File: src/rtl/dsram_port_arb_pkg.sv
// rtl/dsram_port_arb_pkg.sv - shared encodings and entry layout for the data-SRAM port arbiter
package dsram_port_arb_pkg;

    // Arbiter FSM encodings
    localparam logic [1:0] STATE_IDLE  = 2'd0;
    localparam logic [1:0] STATE_SHARE = 2'd1;
    localparam logic [1:0] STATE_FORCE = 2'd2;

    // Store-queue entry layout: {addr, sel, data}
    localparam int STQ_ENTRY_WD = 68;
    localparam int STQ_DATA_LSB = 0;
    localparam int STQ_SEL_LSB  = 32;
    localparam int STQ_ADDR_LSB = 36;

    typedef logic [STQ_ENTRY_WD-1:0] stq_entry_t;

    function automatic stq_entry_t stq_pack(input logic [31:0] addr, input logic [3:0] sel,
                                            input logic [31:0] data);
        return {addr, sel, data};
    endfunction

    function automatic logic [31:0] stq_addr(input stq_entry_t e);
        return e[STQ_ADDR_LSB +: 32];
    endfunction

    function automatic logic [3:0] stq_sel(input stq_entry_t e);
        return e[STQ_SEL_LSB +: 4];
    endfunction

    function automatic logic [31:0] stq_data(input stq_entry_t e);
        return e[STQ_DATA_LSB +: 32];
    endfunction

endpackage

File: src/rtl/dsram_port_arb_stq_fifo.sv
// rtl/dsram_port_arb_stq_fifo.sv - committed-store FIFO with per-entry address visibility
module dsram_port_arb_stq_fifo
    import dsram_port_arb_pkg::*;
#(
    parameter int DEPTH = 4
) (
    input  logic                        clk,
    input  logic                        reset,
    input  logic                        push,
    input  stq_entry_t                  push_entry,
    input  logic                        pop,
    output stq_entry_t                  head_entry,
    output logic [$clog2(DEPTH):0]      count,
    output logic                        full,
    output logic                        empty,
    output logic [DEPTH-1:0]            ent_valid,
    output logic [DEPTH-1:0][31:0]      ent_addr
);
    localparam int PW = $clog2(DEPTH);
    localparam int CW = PW + 1;

    stq_entry_t      mem_q [DEPTH];
    stq_entry_t      mem_d [DEPTH];
    logic [PW-1:0]   wr_ptr_q, wr_ptr_d;
    logic [PW-1:0]   rd_ptr_q, rd_ptr_d;
    logic [CW-1:0]   count_q, count_d;
    logic [PW-1:0]   off;

    // Next-state for storage, pointers and count; a push while full lands in the slot being popped
    always_comb begin
        for (int i = 0; i < DEPTH; i++) mem_d[i] = mem_q[i];
        if (push) mem_d[wr_ptr_q] = push_entry;
        wr_ptr_d = wr_ptr_q + PW'(push);
        rd_ptr_d = rd_ptr_q + PW'(pop);
        count_d  = count_q + CW'(push) - CW'(pop);
    end

    // Head and per-entry valid/address view used by the hazard compare
    always_comb begin
        off = '0;
        for (int i = 0; i < DEPTH; i++) begin
            off          = PW'(i) - rd_ptr_q;
            ent_valid[i] = ({1'b0, off} < count_q);
            ent_addr[i]  = stq_addr(mem_q[i]);
        end
        head_entry = mem_q[rd_ptr_q];
        count      = count_q;
        full       = (count_q == CW'(DEPTH));
        empty      = (count_q == '0);
    end

    // State registers; reset discards all queued stores
    always_ff @(posedge clk or posedge reset) begin
        if (reset) begin
            for (int i = 0; i < DEPTH; i++) mem_q[i] <= '0;
            wr_ptr_q <= '0;
            rd_ptr_q <= '0;
            count_q  <= '0;
        end else begin
            for (int i = 0; i < DEPTH; i++) mem_q[i] <= mem_d[i];
            wr_ptr_q <= wr_ptr_d;
            rd_ptr_q <= rd_ptr_d;
            count_q  <= count_d;
        end
    end

endmodule

File: src/rtl/dsram_port_arb.sv
// rtl/dsram_port_arb.sv - data-SRAM port arbiter and store queue; DSRAM_STQ_HAZARD_EN enables load/store address hazard stall
module dsram_port_arb
    import dsram_port_arb_pkg::*;
#(
    parameter int DEPTH      = 4,
    parameter int STARVE_MAX = 8
) (
    input  logic                    clk,
    input  logic                    reset,
    input  logic                    load_req,
    input  logic [31:0]             load_addr,
    output logic                    load_stall,
    input  logic                    st_push,
    input  logic [31:0]             st_addr,
    input  logic [3:0]              st_sel,
    input  logic [31:0]             st_data,
    output logic                    st_full,
    output logic                    st_empty,
    output logic [$clog2(DEPTH):0]  st_count,
    output logic                    data_sram_en,
    output logic [3:0]              data_sram_wen,
    output logic [31:0]             data_sram_addr,
    output logic [31:0]             data_sram_wdata
);
    localparam int CW = $clog2(DEPTH) + 1;
    localparam int SW = $clog2(STARVE_MAX + 1);

    logic [1:0]              state_q, state_d;
    logic [SW-1:0]           starve_q, starve_d;
    stq_entry_t              head;
    logic [31:0]             head_addr;
    logic [DEPTH-1:0]        ent_valid;
    logic [DEPTH-1:0][31:0]  ent_addr;
    logic                    force_drain, load_gnt, drain, blocked;
    logic                    hazard, hazard_next;
    logic [CW-1:0]           cnt_next;

    assign head_addr = stq_addr(head);

    dsram_port_arb_stq_fifo #(.DEPTH(DEPTH)) u_stq (
        .clk        (clk),
        .reset      (reset),
        .push       (st_push),
        .push_entry (stq_pack(st_addr, st_sel, st_data)),
        .pop        (drain),
        .head_entry (head),
        .count      (st_count),
        .full       (st_full),
        .empty      (st_empty),
        .ent_valid  (ent_valid),
        .ent_addr   (ent_addr)
    );

`ifdef DSRAM_STQ_HAZARD_EN
    logic [DEPTH-1:0] match;
    logic             head_match;

    // Word-address compare of the load against every valid queued store
    always_comb begin
        match = '0;
        for (int i = 0; i < DEPTH; i++)
            match[i] = ent_valid[i] && (ent_addr[i][31:2] == load_addr[31:2]);
    end

    assign head_match  = !st_empty && (head_addr[31:2] == load_addr[31:2]);
    assign hazard      = load_req && (|match);
    // A conflict persists only if a matching entry survives this cycle's drain
    assign hazard_next = hazard && ($countones(match) > ((drain && head_match) ? 1 : 0));
`else
    logic unused_hazard_view;
    assign unused_hazard_view = ^{ent_valid, ent_addr};
    assign hazard      = 1'b0;
    assign hazard_next = 1'b0;
`endif

    // Port grant: forced drain, then load, then opportunistic drain; everything quiet in reset
    always_comb begin
        force_drain     = !st_empty && ((state_q == STATE_FORCE) || st_full);
        load_gnt        = !reset && load_req && !force_drain && !hazard;
        drain           = !reset && !st_empty && !load_gnt;
        load_stall      = !reset && load_req && !load_gnt;
        data_sram_en    = 1'b0;
        data_sram_wen   = 4'h0;
        data_sram_addr  = 32'h0;
        data_sram_wdata = 32'h0;
        if (drain) begin
            data_sram_en    = 1'b1;
            data_sram_wen   = stq_sel(head);
            data_sram_addr  = head_addr;
            data_sram_wdata = stq_data(head);
        end else if (load_gnt) begin
            data_sram_en    = 1'b1;
            data_sram_addr  = load_addr;
        end
    end

    // Starve counter: cycles the queue has waited behind loads since its last drain
    always_comb begin
        blocked  = !st_empty && !drain;
        starve_d = starve_q;
        if (st_empty || drain)
            starve_d = '0;
        else if (starve_q != SW'(STARVE_MAX))
            starve_d = starve_q + SW'(1);
    end

    // FSM next state from the post-cycle occupancy and pending starvation/hazard
    always_comb begin
        cnt_next = st_count + CW'(st_push) - CW'(drain);
        state_d  = state_q;
        case (state_q)
            STATE_IDLE: state_d = st_push ? STATE_SHARE : STATE_IDLE;
            default: begin
                if (cnt_next == '0)
                    state_d = STATE_IDLE;
                else if ((cnt_next == CW'(DEPTH)) || hazard_next ||
                         (blocked && (starve_q == SW'(STARVE_MAX - 1))))
                    state_d = STATE_FORCE;
                else
                    state_d = STATE_SHARE;
            end
        endcase
    end

    // Arbiter state registers
    always_ff @(posedge clk or posedge reset) begin
        if (reset) begin
            state_q  <= STATE_IDLE;
            starve_q <= '0;
        end else begin
            state_q  <= state_d;
            starve_q <= starve_d;
        end
    end

endmodule

File: config.mk
export PLATFORM = sky130hd
export DESIGN_NAME = dsram_port_arb
export DESIGN_NICKNAME = d
export VERILOG_FILES = /design/src/rtl/dsram_port_arb_pkg.sv /design/src/rtl/dsram_port_arb_stq_fifo.sv /design/src/rtl/dsram_port_arb.sv
export SDC_FILE = /design/constraint.sdc
export NUM_CORES = 1
export LEC_CHECK = 0
export BUFFER_PORTS_ARGS = -buffer_cell sky130_fd_sc_hd__buf_2
export CAP_MARGIN = 25
export CORE_MARGIN = 2
export CORE_UTILIZATION = 60
export DETAILED_ROUTE_END_ITERATION = 7
export PLACE_DENSITY = 0.83
export RECOVER_POWER = 25
export SLEW_MARGIN = 15
export SYNTH_ARGS = -nofsm -noshare
export SYNTH_HDL_FRONTEND = slang
export SYNTH_SLANG_ARGS = --single-unit
File: constraint.sdc
create_clock -name clk -period 33.6 [get_ports clk]
set_input_delay 6.72 -clock clk [delete_from_list [all_inputs] [get_ports clk]]
set_output_delay 6.72 -clock clk [all_outputs]
set_load 0.005 [all_outputs]
## Yosys cells after proc, flatten, opt, wreduce, memory -nomap -nowiden

Cells that the tools add are included.

| word-level totals | value |
|---|---|
| register bits after elaboration | 285 |
| input bits | 104 |
| output and inout port bits | 75 |
| word-level logic and storage cells | 63 |

| operators by class | value |
|---|---|
| $add $sub $neg | 5 |
| magnitude comparators | 3 |
| equal/unequal tests | 5 |
| muxes and demuxes | 18 |
| bitwise operators | 2 |
| reductions and logical operators | 21 |

Operators by type and width:

| cell | count |
|---|---|
| 272-bit bitwise mux | 1 |
| 68-bit 2-to-1 mux | 3 |
| 68-bit binary-select mux with 2-bit select | 1 |
| 68-bit demux with 2-bit select | 1 |
| 32-bit 2-to-1 mux | 3 |
| 4-bit 2-to-1 mux | 3 |
| 1-bit logical AND | 9 |
| 3-bit equality test, second input constant | 2 |
| 3-bit >= comparator, second input constant | 2 |
| 3-bit logical NOT | 2 |
| 2-bit 2-to-1 mux | 3 |
| 2-bit inverter with 3-bit output | 2 |
| 1-bit logical NOT | 5 |
| 2-bit by 1-bit adder with 2-bit output | 2 |
| 4-bit by 1-bit adder with 4-bit output, second input constant | 1 |
| 4-bit by 3-bit equality test with 1-bit output, second input constant | 1 |
| 4-bit inequality test, second input constant | 1 |
| 3-bit by 1-bit adder with 3-bit output | 1 |
| 1-bit logical OR | 3 |
| 3-bit by 1-bit less-than comparator with 1-bit output, second input constant | 1 |
| 1-bit 2-to-1 mux | 3 |
| 3-bit by 1-bit subtractor with 3-bit output | 1 |
| 2-bit equality test, second input constant | 1 |
| 2-bit logical NOT | 1 |
| 2-bit nonzero test | 1 |

## Longest topological paths before layout

| logic depth | value |
|---|---|
| word-level depth | 14 |
| mapped depth | 12 |
| gate-level depth less buffers | 11 |

## Cells and area by module

A second synthesis with hierarchy kept.

| unflattened totals | value |
|---|---|
| cells, all modules | 960 |
| area, all modules | 14,134.8 um^2 |

By module, submodules not included:

| module | instances | cells each | area each (um^2) | sequential area each (um^2) |
|---|---|---|---|---|
| dsram_port_arb_stq_fifo | 1 | 829 | 13,052.5 | 6,981.7 |
| dsram_port_arb | 1 | 131 | 1,082.3 | 150.1 |

## Least setup slack after synthesis

Ideal clock, no wire load.

| timing | value |
|---|---|
| path type | input -> output |
| start | input port reset |
| end | output port data_sram_addr[10] |
| arrival time | 13,906 ps |
| data required time | 26,880 ps |
| path slack | 12,974 ps |
| stages | 5 |
| buffers on the path | 1 |
| cell sequence | inv_1 nand2_1 nor3_1 buf_2 a22o_1 |

| between the ends | value |
|---|---|
| word-level cells in the longest chain between the ends | 6 |
| elaborated cells on any way between the ends | 8 |
| those cells by class | 2 x mux; 6 x reduce/logical |

RTL lines:

| what | RTL line | RTL |
|---|---|---|
| from (decl) | dsram_port_arb.sv:9 | `input logic reset,` |
| 1-bit logical NOT (no source line) * | -- |  |
| 1-bit logical AND (2 in a row) | dsram_port_arb.sv:79 | `load_gnt = !reset && load_req && !force_drain && !hazard;` |
| 1-bit logical NOT | dsram_port_arb.sv:80 | `drain = !reset && !st_empty && !load_gnt;` |
| 1-bit logical AND | dsram_port_arb.sv:80 |  |
| 32-bit 2-to-1 mux * | dsram_port_arb.sv:86 | `if (drain) begin` |
| to (decl) | dsram_port_arb.sv:22 | `output logic [31:0] data_sram_addr,` |

Every way passes the cells marked *; elsewhere a longest branch is shown, timed or not.

## Final worst setup path

| timing | value |
|---|---|
| start | input port reset |
| end | output port data_sram_addr[7] |

Same word-level chain as after synthesis.

==> out/results.ini <==
[grt]
grt_max_degree=154
grt_pass1_wl_um=41000
grt_pass1_vias=7811
antenna_found_initial=2
gr-total-overflow=0
grt_use_total_pct=23.09

[floorplan]
rows=53
fp.dieArea_um2=22720
die_y_um=150.7
initial_utilization_pct=61.25
dieWidth_um=150.7
core-area_um2=21090
io_pins=179

[clock_tree]
numCtsBuffers=29
htree_levels=1
cts_resized=0
cts_tree=done
cts_setup_buffers=0
cts-root-buf=clkbuf_16
clkLatencyLatePin_ns=0.53
path_clk_slew_ns=0.06
clockBufferDepth=3
clkSinkCount=285
postCtsHoldBufs=0

[setup_path]
cp.required_ns=26.88
slowest_delay_ns=4.29
crit_family=buffers and inverters
path_max_fanout=135
startpoint_type=input pin
crit_path_end_kind=primary output
cp.arrival_ns=13.34
worstPathCellList=clkbuf_1 -> clkinvlp_2 -> nand2_1 -> nor3_2 -> buf_4 -> a22o_1 -> buf_2
slowest_stage=clkinvlp_2
crit_type=input pin to primary output
critical_path_buf_inv_count=4

[yosys]
avgSynthCellArea_um2=16.08
syn-cell-area_um2=12920
synth_compound_area_share_pct=2.732
synthAdderAreaFrac_pct=0.5425
yosysUniqueCellTypes=37
synthArstFlopShare_pct=100.0
synth_xor_area_share_pct=0.5425
syn_inst=803
dominantRegCellSynth=dfrtp_1
yosysSeqAreaShare_pct=55.22
synth-seq-cells=285
syn_nets=912
synth_edf_count=0
ys_warn_count=0
synth_simple_gate_area_share_pct=2.974
synth_top_family_by_area=multiplexers
synth.area.mux_share_pct=35.65

[placement]
portBuffers=178
dpl.cell_count=1214
gpl.final_weighted_congestion=0.7621
dpl-instance-area_um2=14010
place_hpwl_um=15390

[layout]
layout_common_cells=283 x dfrtp_1, 267 x mux2_2, 176 x buf_2
layout-drive-gt1-share_pct=58.41
fillers=1399
design_area_um2=14980
area.growth.synth_to_final_pct=15.94
stdcell_count=1271
fin_nets=1080
final_common_cell=dfrtp_1

[detailed_routing]
drt_iter0_drc=253
ant_nets=0
wl_per_cell_um=20.10
dr.pass1.iters=5
vias=7466
via_per_inst=5.874
drt-total-wl_um=25540
drc_errors=0

[pwr]
pwr_density_cell_nw_per_um2=100.5
ir_drop_mv=0.05398
p_leak_nw=6.671

[sta]
max-slew-margin-rel_pct=-288.2
slew_viol_final=163
fin_setup_tns_ns=0
fin_crit_ns=20.06
hold_viol_final=0
fmax_mhz=49.84
hold_ws_ns=0.4865
rsz0062_at_grt=false
worst_slew_pin_slew_ns=5.792
clock-skew-final_ns=0.007953
finalCritPeriodShare_pct=59.72
finalSetupViolCount=0

[status]
violations=capacitance limit, slew limit
status=finished with violations

[worst_hold_path]
hp-class=flip-flop to flip-flop

[flow_run]
cap_violations=2

[synthesized netlist by cell type (3+ instances only)]
master	n	share of area, %
a22o_1	32	2.2
and2_1	37	1.8
buf_1	4	0.12
buf_2	36	1.4
buf_4	5	0.29
clkbuf_1	5	0.15
dfrtp_1	285	55
ha_1	4	0.39
inv_1	4	0.12
mux2_1	5	0.44
mux2_2	267	23
mux4_2	68	12
nand2_1	6	0.17
nand3b_1	4	0.23
nor2_1	10	0.29
xnor2_1	5	0.34
xor2_1	3	0.20
[sequential cells by signal, summed over array words and instances (netlist names)]
signal	cells
u_stq.wr_ptr_q	2
u_stq.count	3
u_stq.rd_ptr_q	2
state_q	2
u_stq.ent_addr	128
u_stq.mem_q	144
starve_q	4
[power by group]
| group | switching, mW | total (mW) | internal [mW] |
|---|---|---|---|
| sequential | 0.103 | 0.624 | 0.521 |
| clock | 0.128 | 0.315 | 0.187 |
| combinational | 0.208 | 0.566 | 0.358 |
[per-stage QoR]
stage          total power, mW  util (%)  worst slack, ns
6_report                 1.505     71.02            13.54
3_5_place_dp             1.201     66.43            18.26
4_1_cts                  1.519     70.97            18.24
2_1_floorplan            1.050         -            12.97
3_3_place_gp             1.173     66.43            18.32
5_1_grt                  1.597     71.00            12.07
[area by class of cell]
| type | count | area, um^2 | share of cell area, % |
|---|---|---|---|
| tap | 275 | 344.1 | 2.298 |
| clock inverter | 6 | 33.78 | 0.2256 |
| antenna | 3 | 7.507 | 0.05013 |
| sequential | 285 | 7139 | 47.67 |
| timing repair buffer | 191 | 1015 | 6.776 |
| clock buffer | 47 | 923.4 | 6.166 |
| multi-input combinational | 459 | 5493 | 36.68 |
| inverter | 5 | 20.02 | 0.1337 |
[worst paths after layout]
path / endpoint / start / slack [ns] / cells after the start
min in group asynchronous: u_stq.count[1]$_DFF_PP0_ / reset / 8.08 / 2
hold / removal: u_stq.mem_q[204]$_DFFE_PP0P_ / u_stq.mem_q[204]$_DFFE_PP0P_ / 0.49 / 1
setup reg to reg: u_stq.ent_addr[113]$_DFFE_PP0P_ / u_stq.wr_ptr_q[0]$_DFF_PP0_ / 30.70 / 3
max in group asynchronous: u_stq.mem_q[22]$_DFFE_PP0P_ / reset / 22.98 / 2
setup / recovery: data_sram_addr[7] / reset / 13.54 / 7
hold reg to reg: u_stq.mem_q[204]$_DFFE_PP0P_ / u_stq.mem_q[204]$_DFFE_PP0P_ / 0.49 / 1
[per-layer routing]
metal | GRT usage (%) | vias up | share of wire, %
li1 | - | 3355 | -
met1 | 31.23 | 3945 | 42
met2 | 39.73 | 143 | 52
met3 | 4.061 | 23 | 4.8
met4 | 5.093 | 0 | 1.3
met5 | 0 | - | 0
[kinds of logic (layout without fill, tap and decap cells)]
logic type,count (synthesis),in the layout
multiplexers,341,341
flip-flops,285,285
AND/OR/NAND/NOR,66,66
buffers and inverters,59,249
AO/OA/AOI/OAI,39,39
XOR/XNOR,8,8
adder cells (fa/ha/maj),5,5
other,0,3
Power figures use the tool's default switching activity.
